### config.mk
export PLATFORM = sky130hd
export DESIGN_NAME = key_debounce_pulse
export DESIGN_NICKNAME = d
export VERILOG_FILES = /design/src/rtl/key_debounce_pkg.sv /design/src/rtl/key_debounce_ch.sv /design/src/rtl/key_debounce_pulse.sv
export SDC_FILE = /design/constraint.sdc
export NUM_CORES = 1
export LEC_CHECK = 0
export CAP_MARGIN = 20
export CORE_MARGIN = 1.5
export CORE_UTILIZATION = 31
export DETAILED_ROUTE_END_ITERATION = 6
export SLEW_MARGIN = 30
export SYNTH_ARGS = -nofsm -noshare
export SYNTH_HDL_FRONTEND = slang
export SYNTH_SLANG_ARGS = --single-unit
### constraint.sdc
create_clock -name clk -period 4.5 [get_ports clk]
set_clock_uncertainty 0.05 [all_clocks]
set_input_delay 1.35 -clock clk [delete_from_list [all_inputs] [get_ports clk]]
set_output_delay 1.35 -clock clk [all_outputs]
set_load 0.02 [all_outputs]
### src/rtl/key_debounce_pkg.sv
// key_debounce_pkg: shared channel state encoding and reset constants for key_debounce_pulse.
package key_debounce_pkg;

    typedef enum logic [1:0] {
        IDLE,
        PRESS_WAIT,
        HELD,
        RELEASE_WAIT
    } key_state_t;

    // Synchroniser flops reset to the released (high) key level.
    localparam logic SYNC_RESET_VAL = 1'b1;

endpackage

### src/rtl/key_debounce_ch.sv
// key_debounce_ch: one key channel - 2-flop synchroniser, debounce FSM, optional auto-repeat.
// Define AUTO_REPEAT_EN to add the held-key repeat counter.
module key_debounce_ch
    import key_debounce_pkg::*;
#(
    parameter int DEBOUNCE_CYCLES = 1000000
`ifdef AUTO_REPEAT_EN
    ,
    parameter int REPEAT_DELAY  = 25000000,
    parameter int REPEAT_PERIOD = 5000000
`endif
) (
    input  logic clk,
    input  logic rst,
    input  logic key_n,
    output logic key_level,
    output logic key_press,
    output logic key_release
);
    localparam int CNT_W = $clog2(DEBOUNCE_CYCLES);
    localparam logic [CNT_W-1:0] CNT_MAX = CNT_W'(DEBOUNCE_CYCLES - 1);

    key_state_t state;
    logic [CNT_W-1:0] cnt;
    logic sync1;
    logic sync2;
    logic s;

    assign s = ~sync2;

`ifdef AUTO_REPEAT_EN
    localparam int REP_MAX = (REPEAT_DELAY > REPEAT_PERIOD) ? REPEAT_DELAY : REPEAT_PERIOD;
    localparam int REP_W = $clog2(REP_MAX + 1);

    logic [REP_W-1:0] rcnt;
    logic repeating;
    logic [REP_W-1:0] rep_limit;

    // First repeat waits the long delay, later ones the shorter period.
    assign rep_limit = repeating ? REP_W'(REPEAT_PERIOD - 1) : REP_W'(REPEAT_DELAY - 1);
`endif

    always_ff @(posedge clk or posedge rst) begin
        if (rst) begin
            sync1 <= SYNC_RESET_VAL;
            sync2 <= SYNC_RESET_VAL;
            state <= IDLE;
            cnt <= '0;
            key_level <= 1'b0;
            key_press <= 1'b0;
            key_release <= 1'b0;
`ifdef AUTO_REPEAT_EN
            rcnt <= '0;
            repeating <= 1'b0;
`endif
        end else begin
            sync1 <= key_n;
            sync2 <= sync1;
            key_press <= 1'b0;
            key_release <= 1'b0;
            case (state)
                IDLE: begin
                    if (s) begin
                        state <= PRESS_WAIT;
                        cnt <= '0;
                    end
`ifdef AUTO_REPEAT_EN
                    rcnt <= '0;
                    repeating <= 1'b0;
`endif
                end
                PRESS_WAIT: begin
                    if (!s) begin
                        state <= IDLE;
                    end else if (cnt == CNT_MAX) begin
                        state <= HELD;
                        key_press <= 1'b1;
                        key_level <= 1'b1;
`ifdef AUTO_REPEAT_EN
                        rcnt <= '0;
                        repeating <= 1'b0;
`endif
                    end else begin
                        cnt <= cnt + 1'b1;
                    end
                end
                HELD: begin
                    if (!s) begin
                        state <= RELEASE_WAIT;
                        cnt <= '0;
`ifdef AUTO_REPEAT_EN
                    end else if (rcnt == rep_limit) begin
                        key_press <= 1'b1;
                        rcnt <= '0;
                        repeating <= 1'b1;
                    end else begin
                        rcnt <= rcnt + 1'b1;
`endif
                    end
                end
                RELEASE_WAIT: begin
                    if (s) begin
                        state <= HELD;
                    end else if (cnt == CNT_MAX) begin
                        state <= IDLE;
                        key_release <= 1'b1;
                        key_level <= 1'b0;
                    end else begin
                        cnt <= cnt + 1'b1;
                    end
                end
                default: state <= IDLE;
            endcase
        end
    end

endmodule

### src/rtl/key_debounce_pulse.sv
// key_debounce_pulse: debounced level and press/release pulses for KEY_WIDTH active-low keys.
// Define AUTO_REPEAT_EN to make held keys emit repeated key_press pulses.
module key_debounce_pulse
    import key_debounce_pkg::*;
#(
    parameter int KEY_WIDTH       = 4,
    parameter int DEBOUNCE_CYCLES = 1000000,
    parameter int REPEAT_DELAY    = 25000000,
    parameter int REPEAT_PERIOD   = 5000000
) (
    input  logic                 clk,
    input  logic                 rst,
    input  logic [KEY_WIDTH-1:0] key_n,
    output logic [KEY_WIDTH-1:0] key_level,
    output logic [KEY_WIDTH-1:0] key_press,
    output logic [KEY_WIDTH-1:0] key_release,
    output logic                 any_press
);
    if (DEBOUNCE_CYCLES < 2 || REPEAT_DELAY < 1 || REPEAT_PERIOD < 1) begin : g_bad_param
        $error("key_debounce_pulse: illegal timing parameters");
    end

    for (genvar i = 0; i < KEY_WIDTH; i++) begin : g_ch
        key_debounce_ch #(
            .DEBOUNCE_CYCLES(DEBOUNCE_CYCLES)
`ifdef AUTO_REPEAT_EN
            ,
            .REPEAT_DELAY(REPEAT_DELAY),
            .REPEAT_PERIOD(REPEAT_PERIOD)
`endif
        ) u_ch (
            .clk(clk),
            .rst(rst),
            .key_n(key_n[i]),
            .key_level(key_level[i]),
            .key_press(key_press[i]),
            .key_release(key_release[i])
        );
    end

    // Registered pulses ORed together: one enable cycle even for simultaneous presses.
    assign any_press = |key_press;

endmodule

Word-level counts from Yosys, hierarchy flattened
Cells that the tools add are included.
- flip-flop bits (word level): 108
- input bits: 6
- output and inout bits: 13
- word-level logic and storage cells: 193
- add/sub/neg operators: 4
- equality and inequality tests: 48
- muxes and demuxes: 92
- reduce and logical (&&, ||, !) cells: 21
- operator list (operator ; count):
    20-bit 2-to-1 mux ; 20
    20-bit one-hot mux with 4 select lines ; 4
    20-bit by 1-bit adder with 20-bit output (second input constant) ; 4
    20-bit equality test (second input constant) ; 4
    2-bit 2-to-1 mux ; 24
    1-bit 2-to-1 mux ; 36
    2-bit by 1-bit inequality test with 1-bit output (second input constant) ; 16
    2-bit one-hot mux with 4 select lines ; 4
    4-bit AND reduction ; 8
    5-bit AND reduction ; 4
    2-bit equality test (second input constant) ; 8
    2-bit inequality test (second input constant) ; 8
    3-bit by 1-bit inequality test with 1-bit output (second input constant) ; 4
    3-bit inequality test (second input constant) ; 4
    2-bit by 1-bit equality test with 1-bit output (second input constant) ; 4
    2-bit zero test ; 4
    1-bit one-hot mux with 2 select lines ; 4
    2-bit nonzero test ; 4
    4-bit OR reduction ; 1

Logic depth before layout (Yosys ltp)
Gate-level depths: netlist of run 1.
- depth after elaboration: 4
- depth in mapped cells: 9
- mapped depth without buffers: 7

By module
From an unflattened synthesis of run 1, not the netlist that was laid out.
- cell total of the unflattened synthesis: 661
- area, all modules: 6333.6 sq um
- by module, submodules not included (module ; instances ; cells each ; area an instance (sq um) ; seq. area each (sq um)):
    key_debounce_ch at g_ch[0].u_ch ... ; 3 ; 169 ; 1607.8 ; 678.2
    key_debounce_ch at g_ch[3].u_ch ; 1 ; 153 ; 1502.7 ; 678.2
    key_debounce_pulse ; 1 ; 1 ; 7.5 ; 0.0

Worst setup path before layout of run 1
OpenSTA, ideal clock, no wires.
- kind: reg-to-output
- from: reg g_ch[1].u_ch.key_press
- to: out any_press
- arrival: 0.982 ns
- data required time: 3.100 ns
- slack: 2.118 ns
- cell stages (with the launch flop): 2
- path buffers: 0
- cells stage by stage: dfrtp_1 > or4_1
- longest elaborated chain between the ends: 1
- RTL lines (element ; RTL line ; RTL):
    start, declared ; key_debounce_ch.sv:17 ; output logic key_press,
    start signal, assigned ; key_debounce_ch.sv:50 ; key_press <= 1'b0;
    start signal, assigned ; key_debounce_ch.sv:59 ; key_press <= 1'b0;
    start signal, assigned ; key_debounce_ch.sv:77 ; key_press <= 1'b1;
    4-bit OR reduction ; key_debounce_pulse.sv:42 ; assign any_press = |key_press;
    end, declared ; key_debounce_pulse.sv:17 ; output logic any_press
Every way passes these cells.

Worst setup path in the final report of run 1
Same ends and word-level chain as after synthesis.

==> results of run 1 <==
-- cell families (layout without fill, tap and decap cells) --
| family | after synthesis | after routing | share of synthesized area (%) |
|---|---|---|---|
| AO/OA/AOI/OAI | 169 | 169 | 18.44 |
| multiplexers | 12 | 12 | 2.094 |
| adder cells (fa/ha/maj) | 4 | 4 | 0.8546 |
| XOR/XNOR | 7 | 7 | 1.047 |
| flip-flops | 108 | 108 | 46.31 |
| AND/OR/NAND/NOR | 283 | 283 | 25.79 |
| buffers and inverters | 65 | 59 | 5.469 |
-- final cells by class --
cell class | count | share of cell area [%]
timing repair buffer | 21 | 3.410
clock buffer | 12 | 3.995
tap | 234 | 4.560
sequential | 108 | 42.24
multi-input combinational | 475 | 44.10
inverter | 22 | 1.325
clock inverter | 4 | 0.3702
-- cell usage after synthesis (9+ instances only) --
cell type / count / area (sq um)
sky130_fd_sc_hd__dfrtp_1: 100 / 2502
sky130_fd_sc_hd__nand2_1: 78 / 292.8
sky130_fd_sc_hd__o21ai_0: 56 / 280.3
sky130_fd_sc_hd__nand3_1: 37 / 185.2
sky130_fd_sc_hd__nor2_1: 32 / 120.1
sky130_fd_sc_hd__a21oi_1: 26 / 130.1
sky130_fd_sc_hd__nand4_1: 24 / 150.1
sky130_fd_sc_hd__inv_1: 21 / 78.83
sky130_fd_sc_hd__a31oi_1: 20 / 125.1
sky130_fd_sc_hd__nor3_1: 20 / 100.1
sky130_fd_sc_hd__clkbuf_1: 19 / 71.32
sky130_fd_sc_hd__o31ai_1: 18 / 135.1
sky130_fd_sc_hd__nor4_1: 17 / 106.4
sky130_fd_sc_hd__and3_1: 16 / 100.1
sky130_fd_sc_hd__buf_4: 12 / 90.09
sky130_fd_sc_hd__o41ai_1: 11 / 96.34
sky130_fd_sc_hd__mux2i_1: 10 / 100.1
sky130_fd_sc_hd__and2_1: 9 / 56.30
sky130_fd_sc_hd__and4_1: 9 / 78.83
sky130_fd_sc_hd__buf_2: 9 / 45.04
-- flip-flops by register name (all words and copies together) (netlist names), named ones only --
register / flops
g_ch.u_ch.sync2: 4
g_ch.u_ch.key_level: 4
g_ch.u_ch.state: 4
g_ch.u_ch.key_release: 4
g_ch.u_ch.cnt: 80
g_ch.u_ch.sync1: 4
g_ch.u_ch.key_press: 4
-- per-layer routing --
metal  track usage (%)  vias to the layer above
met5                 0                        -
met4             5.154                        0
met3             2.462                       13
met2             22.02                       76
met1             19.29                     2339
li1                  -                     2386
-- worst max-delay path: stages, from the launching register on --
cell	delay, ps
sky130_fd_sc_hd__dfrtp_1	370
sky130_fd_sc_hd__or4_1	510
sky130_fd_sc_hd__clkdlybuf4s50_1	550
-- path summary, 6_finish.rpt --
path / startpoint / end / slack, ps / cells after the start
worst min register to register: g_ch[3].u_ch.sync1$_DFF_PP1_ / g_ch[3].u_ch.sync2$_DFF_PP1_ / 310 / 0
worst max register to register: g_ch[2].u_ch.cnt[0]$_DFFE_PP0P_ / g_ch[2].u_ch.cnt[16]$_DFFE_PP0P_ / 1740 / 6
min in group asynchronous: rst / g_ch[1].u_ch.cnt[11]$_DFFE_PP0P_ / 1320 / 2
worst max-delay path: g_ch[1].u_ch.key_press$_DFF_PP0_ / any_press / 1310 / 2
worst min-delay path: g_ch[3].u_ch.sync1$_DFF_PP1_ / g_ch[3].u_ch.sync2$_DFF_PP1_ / 310 / 0
max in group asynchronous: rst / g_ch[3].u_ch.sync1$_DFF_PP1_ / 2280 / 3
-- through the flow --
step | hold slack, ps | area [sq um]
6_report | 306.7 | 6421
5_1_grt | 312.0 | 6421
4_1_cts | 308.0 | 6402
3_5_place_dp | 297.2 | 6122
3_3_place_gp | 295.9 | 6122
2_1_floorplan | 295.2 | 5857
-- power groups by stage --
stage | combinational (W) | sequential, W | clock [W]
global placement | 0.000113 | 0.00106 | 0
detailed placement | 0.000115 | 0.00107 | 0
floorplan | 0.0000977 | 0.00105 | 0
finish | 0.000114 | 0.00105 | 0.000775
global route | 0.000133 | 0.00106 | 0.000835
CTS | 0.000115 | 0.00105 | 0.000798
-- cell usage in the layout (no fill, tap or decap), types with 4 or more instances in the layout --
master,Yosys,final
sky130_fd_sc_hd__o31ai_1,18,18
sky130_fd_sc_hd__o21ai_0,56,56
sky130_fd_sc_hd__mux2i_1,10,10
sky130_fd_sc_hd__o21ai_1,4,4
sky130_fd_sc_hd__ha_1,4,4
sky130_fd_sc_hd__and4_1,9,9
sky130_fd_sc_hd__dfrtp_1,100,100
sky130_fd_sc_hd__nand4_1,24,24
sky130_fd_sc_hd__o41ai_1,11,11
sky130_fd_sc_hd__nor2_1,32,32
sky130_fd_sc_hd__or3_1,5,5
sky130_fd_sc_hd__nand2_1,78,78
sky130_fd_sc_hd__nor4bb_1,4,4
sky130_fd_sc_hd__inv_1,21,20
sky130_fd_sc_hd__and2_1,9,9
sky130_fd_sc_hd__a21oi_1,26,26
sky130_fd_sc_hd__nand3_1,37,37
sky130_fd_sc_hd__a31oi_1,20,20
sky130_fd_sc_hd__nor3_1,20,20
sky130_fd_sc_hd__nand3b_1,4,4
sky130_fd_sc_hd__or2_2,5,5
sky130_fd_sc_hd__clkdlybuf4s50_1,0,18
sky130_fd_sc_hd__clkbuf_16,0,9
sky130_fd_sc_hd__and3_1,16,16
sky130_fd_sc_hd__nor4_1,17,17
sky130_fd_sc_hd__a21o_1,7,7
sky130_fd_sc_hd__a22o_1,8,8
sky130_fd_sc_hd__nor4b_1,5,5
sky130_fd_sc_hd__dfstp_2,8,8
sky130_fd_sc_hd__or4_1,6,6
sky130_fd_sc_hd__o21a_1,4,4
==> metrics.txt, run 1 <==
# TYPE chip_impl_metric gauge
chip_impl_metric{name="setup_viol",unit=""} 0
chip_impl_info{name="worstSetupPathType",value="flip-flop to primary output"} 1
chip_impl_metric{name="vias_in_the_first_global_route",unit=""} 4539
chip_impl_metric{name="ctsLongestPathBuffers",unit=""} 2
chip_impl_metric{name="cap_viol_max_count",unit=""} 0
chip_impl_metric{name="pwr-share-comb",unit="%"} 5.9
chip_impl_metric{name="totalWireLength",unit="um"} 13060
chip_impl_info{name="clockRootBuffer",value="sky130_fd_sc_hd__clkbuf_16"} 1
chip_impl_metric{name="placement.io_buffers",unit=""} 18
chip_impl_metric{name="design.die.area",unit="sq um"} 19730
chip_impl_metric{name="crit_fanout",unit=""} 2
chip_impl_metric{name="ys_seq_area_share",unit="%"} 46.31
chip_impl_metric{name="area_growth_syn_to_layout",unit="%"} 9.635
chip_impl_metric{name="route.layer.met1.wl",unit="um"} 6572
chip_impl_metric{name="detail_route.vias_per_cell",unit=""} 5.495
chip_impl_metric{name="dr_wl_met3",unit="um"} 407
chip_impl_metric{name="drt_drc_violations_left",unit=""} 0
chip_impl_metric{name="power.share.switching",unit="%"} 25.45
chip_impl_metric{name="ir_drop",unit="mV"} 0.1458
chip_impl_info{name="worst_setup_path_start_kind",value="flip-flop"} 1
chip_impl_metric{name="io-pin-count",unit=""} 19
chip_impl_metric{name="syn_nets",unit=""} 658
chip_impl_metric{name="slew_headroom",unit="%"} 39.98
chip_impl_metric{name="p_sw",unit="W"} 0.0004931
chip_impl_metric{name="num_vias",unit=""} 4814
chip_impl_metric{name="post_cts_resized",unit=""} 0
chip_impl_metric{name="post-layout-total-power",unit="W"} 0.001938
chip_impl_metric{name="period_share",unit="%"} 70.97
chip_impl_metric{name="place_hpwl",unit="um"} 8592
chip_impl_metric{name="grt_max_degree",unit=""} 44
chip_impl_metric{name="tightestPinTransition",unit="ps"} 897.3
chip_impl_metric{name="detail_route.iter0.violations",unit=""} 410
chip_impl_metric{name="clk-insertion-delay-late",unit="ps"} 360
chip_impl_metric{name="grt_remaining_overflow",unit=""} 0
chip_impl_metric{name="postSynthAreaPerCell",unit="sq um"} 9.038
chip_impl_metric{name="drv_slew",unit=""} 0
chip_impl_metric{name="global_route_wire_length_before_repair",unit="um"} 22630
chip_impl_metric{name="timing.fmax",unit="MHz"} 313.1
chip_impl_metric{name="layout.filler_cells",unit=""} 1901
chip_impl_metric{name="stdcell_count",unit=""} 876
chip_impl_metric{name="multi_input_area",unit="sq um"} 2831
chip_impl_metric{name="tritoncts_num_sinks",unit=""} 108
chip_impl_metric{name="wire_per_inst",unit="um"} 14.91
chip_impl_metric{name="gp_routability_congestion",unit=""} 0.7951
chip_impl_metric{name="numPlacedInstances",unit=""} 859
chip_impl_info{name="postSynth.topFlopCell",value="sky130_fd_sc_hd__dfrtp_1"} 1
chip_impl_metric{name="post-cts-setup-buffers",unit=""} 0
chip_impl_metric{name="route.antenna.remaining_nets",unit=""} 0
chip_impl_metric{name="yosys_warnings",unit=""} 0
chip_impl_metric{name="holdBufCountCts",unit=""} 0
chip_impl_metric{name="rows",unit=""} 50
chip_impl_info{name="endpoint_kind",value="primary output"} 1
chip_impl_metric{name="initial_core_util",unit="%"} 31.42
chip_impl_metric{name="yosys.cell_types.count",unit=""} 58
chip_impl_metric{name="synthesis.instances",unit=""} 648
chip_impl_metric{name="wl_met2",unit="um"} 5879
chip_impl_metric{name="power.density_cell_area",unit="nW/um^2"} 301.8
chip_impl_metric{name="p_int",unit="W"} 0.001445
chip_impl_metric{name="crit_required",unit="ps"} 3100
chip_impl_metric{name="globalRouteTotalUtil",unit="%"} 13.99
chip_impl_info{name="grt_setup_unrepaired",value="no"} 1
chip_impl_metric{name="core",unit="sq um"} 18640
chip_impl_metric{name="fraction_of_layout_instances_using_a_drive_strength_above_1",unit="%"} 6.854
chip_impl_metric{name="synth_seq_cells",unit=""} 108
chip_impl_metric{name="setup_slack",unit="ps"} 1306
chip_impl_metric{name="diodes",unit=""} 0
chip_impl_metric{name="cts_made_buffers",unit=""} 9
chip_impl_info{name="cts_tree",value="done"} 1
chip_impl_metric{name="count_of_tritonroute_iterations_in_the_first_routing_pass",unit=""} 5
chip_impl_metric{name="power.share.clock",unit="%"} 40.0
chip_impl_metric{name="die_w",unit="um"} 140.5
chip_impl_metric{name="clk_transition_reported_paths",unit="ps"} 70
chip_impl_metric{name="report.final.hold_viol_count",unit=""} 0
chip_impl_metric{name="die_y",unit="um"} 140.5
chip_impl_metric{name="initial_antenna_violation_count",unit=""} 0
chip_impl_info{name="top_layer",value="met4"} 1
chip_impl_info{name="outcome",value="finished clean"} 1
chip_impl_metric{name="power.share.sequential",unit="%"} 54.1
chip_impl_metric{name="cts.htree.levels",unit=""} 3
chip_impl_metric{name="count_of_flip_flops_with_a_built_in_enable_after_synthesis",unit=""} 0
chip_impl_metric{name="finalCriticalPeriod",unit="ps"} 3194
chip_impl_metric{name="place_ws",unit="ps"} 1686
chip_impl_metric{name="fin_nets",unit=""} 647
chip_impl_metric{name="ys_async_sr_fraction",unit="%"} 100.0
chip_impl_metric{name="cp_data_arrival_time",unit="ps"} 1790
chip_impl_metric{name="power.leakage",unit="nW"} 2.607
chip_impl_metric{name="area.sequential",unit="sq um"} 2713
chip_impl_metric{name="fin_tns_setup",unit="ps"} 0
chip_impl_metric{name="post_synth_instance_area",unit="sq um"} 5857
chip_impl_metric{name="final_core_util",unit="%"} 34.44
chip_impl_info{name="worstHoldPathType",value="flip-flop to flip-flop"} 1
No activity file was read; power rests on OpenSTA's default activity.
==> run 2: changes to the inputs <==
==> constraint.sdc (replaced) <==
create_clock -name clk -period 3.17 [get_ports clk]
set_clock_uncertainty 0.05 [all_clocks]
set_input_delay 0.951 -clock clk [delete_from_list [all_inputs] [get_ports clk]]
set_output_delay 0.951 -clock clk [all_outputs]
set_load 0.02 [all_outputs]
==> run 2 against run 1 <==
  * Design area is 1.3% higher
  * Core utilization grew 0.44 points
  * Critical path type unchanged
  * Cell count grew 0.91%
  * Clock power up 54%
  * Combinational power increased by 53%
  * Worst setup slack worse by 920 ps
  * Sequential share of layout area shrank 0.53 points
  * First-iteration DRC count rose by 12%
  * Non-clock buffer count is 8 higher
==> metrics.txt, run 2 (synthesis results as in run 1) <==
# TYPE chip_impl_metric gauge
chip_impl_info{name="outcome",value="finished clean"} 1
chip_impl_metric{name="initial_antenna_violation_count",unit=""} 0
chip_impl_metric{name="gp_routability_congestion",unit=""} 0.7951
chip_impl_metric{name="grt_max_degree",unit=""} 109
chip_impl_metric{name="globalRouteTotalUtil",unit="%"} 13.79
chip_impl_metric{name="p_sw",unit="W"} 0.0007264
chip_impl_metric{name="drv_slew",unit=""} 0
chip_impl_info{name="mostFrequentLayoutCells",value="sky130_fd_sc_hd__dfrtp_1 (100), sky130_fd_sc_hd__nand2_1 (78), sky130_fd_sc_hd__o21ai_0 (56), sky130_fd_sc_hd__nand3_1 (37), sky130_fd_sc_hd__nor2_1 (32)"} 1
chip_impl_metric{name="tightestPinTransition",unit="ps"} 768.8
chip_impl_metric{name="die_y",unit="um"} 140.5
chip_impl_metric{name="global_route_wire_length_before_repair",unit="um"} 22330
chip_impl_metric{name="tritoncts_num_sinks",unit=""} 108
chip_impl_metric{name="cts_made_buffers",unit=""} 9
chip_impl_metric{name="totalWireLength",unit="um"} 12760
chip_impl_metric{name="cp.buffers_inverters",unit=""} 1
chip_impl_metric{name="largest_register_ff_count",unit=""} 80
chip_impl_metric{name="fraction_of_layout_instances_using_a_drive_strength_above_1",unit="%"} 7.846
chip_impl_info{name="cp_cell_sequence",value="or4_1, clkdlybuf4s50_1"} 1
chip_impl_metric{name="slew_headroom",unit="%"} 48.35
chip_impl_metric{name="numPlacedInstances",unit=""} 868
chip_impl_metric{name="power.share.sequential",unit="%"} 52.1
chip_impl_metric{name="power.share.switching",unit="%"} 25.57
chip_impl_metric{name="clk-insertion-delay-late",unit="ps"} 360
chip_impl_info{name="grt_most_used_layer",value="met2"} 1
chip_impl_metric{name="rows",unit=""} 50
chip_impl_metric{name="holdBufCountCts",unit=""} 0
chip_impl_metric{name="cts.htree.levels",unit=""} 3
chip_impl_metric{name="ir_drop",unit="mV"} 0.2332
chip_impl_info{name="grt_setup_unrepaired",value="no"} 1
chip_impl_info{name="worstHoldPathType",value="flip-flop to flip-flop"} 1
chip_impl_metric{name="power.share.clock",unit="%"} 41.8
chip_impl_info{name="layout_commonest_cell",value="sky130_fd_sc_hd__dfrtp_1"} 1
chip_impl_metric{name="detail_route.vias_per_cell",unit=""} 5.364
chip_impl_info{name="clockRootBuffer",value="sky130_fd_sc_hd__clkbuf_16"} 1
chip_impl_metric{name="groute.layer.met3.usage",unit="%"} 3.385
chip_impl_metric{name="crit_fanout",unit=""} 2
chip_impl_metric{name="num_vias",unit=""} 4742
chip_impl_metric{name="wire_per_inst",unit="um"} 14.44
chip_impl_metric{name="crit_required",unit="ps"} 2170
chip_impl_info{name="largest_register",value="g_ch.u_ch.cnt"} 1
chip_impl_metric{name="fin_tns_setup",unit="ps"} 0
chip_impl_metric{name="report.final.hold_viol_count",unit=""} 0
chip_impl_metric{name="route.antenna.remaining_nets",unit=""} 0
chip_impl_metric{name="stdcell_count",unit=""} 884
chip_impl_metric{name="p_int",unit="W"} 0.002114
chip_impl_info{name="worst_setup_path_start_kind",value="flip-flop"} 1
chip_impl_metric{name="io-pin-count",unit=""} 19
chip_impl_info{name="cp_top_family",value="buffers and inverters"} 1
chip_impl_metric{name="setup_viol",unit=""} 0
chip_impl_metric{name="placement.io_buffers",unit=""} 18
chip_impl_metric{name="area_growth_syn_to_layout",unit="%"} 11.02
chip_impl_metric{name="design.die.area",unit="sq um"} 19730
chip_impl_metric{name="period_share",unit="%"} 87.69
chip_impl_metric{name="cap_viol_max_count",unit=""} 0
chip_impl_metric{name="diodes",unit=""} 0
chip_impl_metric{name="count_of_tritonroute_iterations_in_the_first_routing_pass",unit=""} 5
chip_impl_metric{name="cp_data_arrival_time",unit="ps"} 1780
chip_impl_info{name="worstSetupPathType",value="flip-flop to primary output"} 1
chip_impl_metric{name="vias_in_the_first_global_route",unit=""} 4380
chip_impl_metric{name="fin_nets",unit=""} 655
chip_impl_metric{name="pwr-share-comb",unit="%"} 6.1
chip_impl_info{name="endpoint_kind",value="primary output"} 1
chip_impl_metric{name="groute.layer.met1.usage",unit="%"} 19.23
chip_impl_metric{name="power.density_cell_area",unit="nW/um^2"} 436.8
chip_impl_metric{name="cpPeakStageDelay",unit="ps"} 550
chip_impl_metric{name="post_cts_resized",unit=""} 0
chip_impl_metric{name="finalCriticalPeriod",unit="ps"} 2780
chip_impl_metric{name="timing.fmax",unit="MHz"} 359.7
chip_impl_metric{name="die_w",unit="um"} 140.5
chip_impl_metric{name="drt_drc_violations_left",unit=""} 0
chip_impl_info{name="crit_path_top_delay_cell",value="sky130_fd_sc_hd__clkdlybuf4s50_1"} 1
chip_impl_metric{name="core",unit="sq um"} 18640
chip_impl_metric{name="place_hpwl",unit="um"} 8379
chip_impl_metric{name="detail_route.iter0.violations",unit=""} 458
chip_impl_metric{name="globalRouteMet2Util",unit="%"} 21.60
chip_impl_metric{name="post-cts-setup-buffers",unit=""} 0
chip_impl_metric{name="initial_core_util",unit="%"} 31.42
chip_impl_metric{name="ctsLongestPathBuffers",unit=""} 2
chip_impl_metric{name="power.leakage",unit="nW"} 2.645
chip_impl_metric{name="grt_remaining_overflow",unit=""} 0
chip_impl_info{name="cts_tree",value="done"} 1
chip_impl_metric{name="clk_transition_reported_paths",unit="ps"} 70
## run 2: stage by stage
step / hold slack [ps] / utilization [%] / area (sq um) / total power, W / setup slack, ps
2_1_floorplan: 295.2 / - / 5861 / 0.001624 / 874.0
3_3_place_gp: 295.7 / 33.21 / 6191 / 0.001682 / 670.7
3_5_place_dp: 298.1 / 33.21 / 6191 / 0.001682 / 615.3
4_1_cts: 309.3 / 34.88 / 6502 / 0.002887 / 361.5
5_1_grt: 315.8 / 34.88 / 6502 / 0.002987 / 326.5
6_report: 308.1 / 34.88 / 6502 / 0.002840 / 390.3
## run 2: worst paths after layout
kind	startpoint	end	slack [ps]	cells past startpoint
max	g_ch[1].u_ch.key_press$_DFF_PP0_	any_press	390	2
max in group asynchronous	rst	g_ch[2].u_ch.cnt[10]$_DFFE_PP0P_	1590	3
min reg2reg	g_ch[2].u_ch.sync1$_DFF_PP1_	g_ch[2].u_ch.sync2$_DFF_PP1_	310	0
min	g_ch[2].u_ch.sync1$_DFF_PP1_	g_ch[2].u_ch.sync2$_DFF_PP1_	310	0
max reg2reg	g_ch[2].u_ch.cnt[0]$_DFFE_PP0P_	g_ch[2].u_ch.cnt[16]$_DFFE_PP0P_	580	7
min in group asynchronous	rst	g_ch[1].u_ch.cnt[2]$_DFFE_PP0P_	1030	3
## run 2: area by class of cell
cell class | instances | area [sq um]
sequential | 108 | 2713
multi-input combinational | 475 | 2824
tap | 234 | 292.8
fill | 1860 | 12140
timing repair buffer | 29 | 275.3
clock buffer | 10 | 229.0
clock inverter | 6 | 82.58
inverter | 22 | 86.33
## run 2: per-layer routing
metal	vias up	wire, um
met5	-	0
met4	0	110
met3	8	391
met2	70	5782
met1	2269	6479
li1	2395	-
## run 2: power groups by stage
| stage | Combinational, W | Clock [W] | Sequential, W |
|---|---|---|---|
| after global placement | 0.000178 | 0 | 0.00150 |
| after floorplan | 0.000139 | 0 | 0.00148 |
| final | 0.000174 | 0.00119 | 0.00148 |
| after CTS | 0.000178 | 0.00123 | 0.00148 |
| after detailed placement | 0.000178 | 0 | 0.00150 |
| after global routing | 0.000201 | 0.00130 | 0.00149 |
==> run 3: changes to the inputs <==
--- a/config.mk
+++ b/config.mk
@@ -8,6 +8,7 @@
 export CAP_MARGIN = 20
 export CORE_MARGIN = 1.5
 export CORE_UTILIZATION = 31
+export CTS_CLUSTER_DIAMETER = 60
 export DETAILED_ROUTE_END_ITERATION = 6
 export SLEW_MARGIN = 30
 export SYNTH_ARGS = -nofsm -noshare
==> results of run 3 <==
Final layout, timing and power as in run 2 (identical DEF).
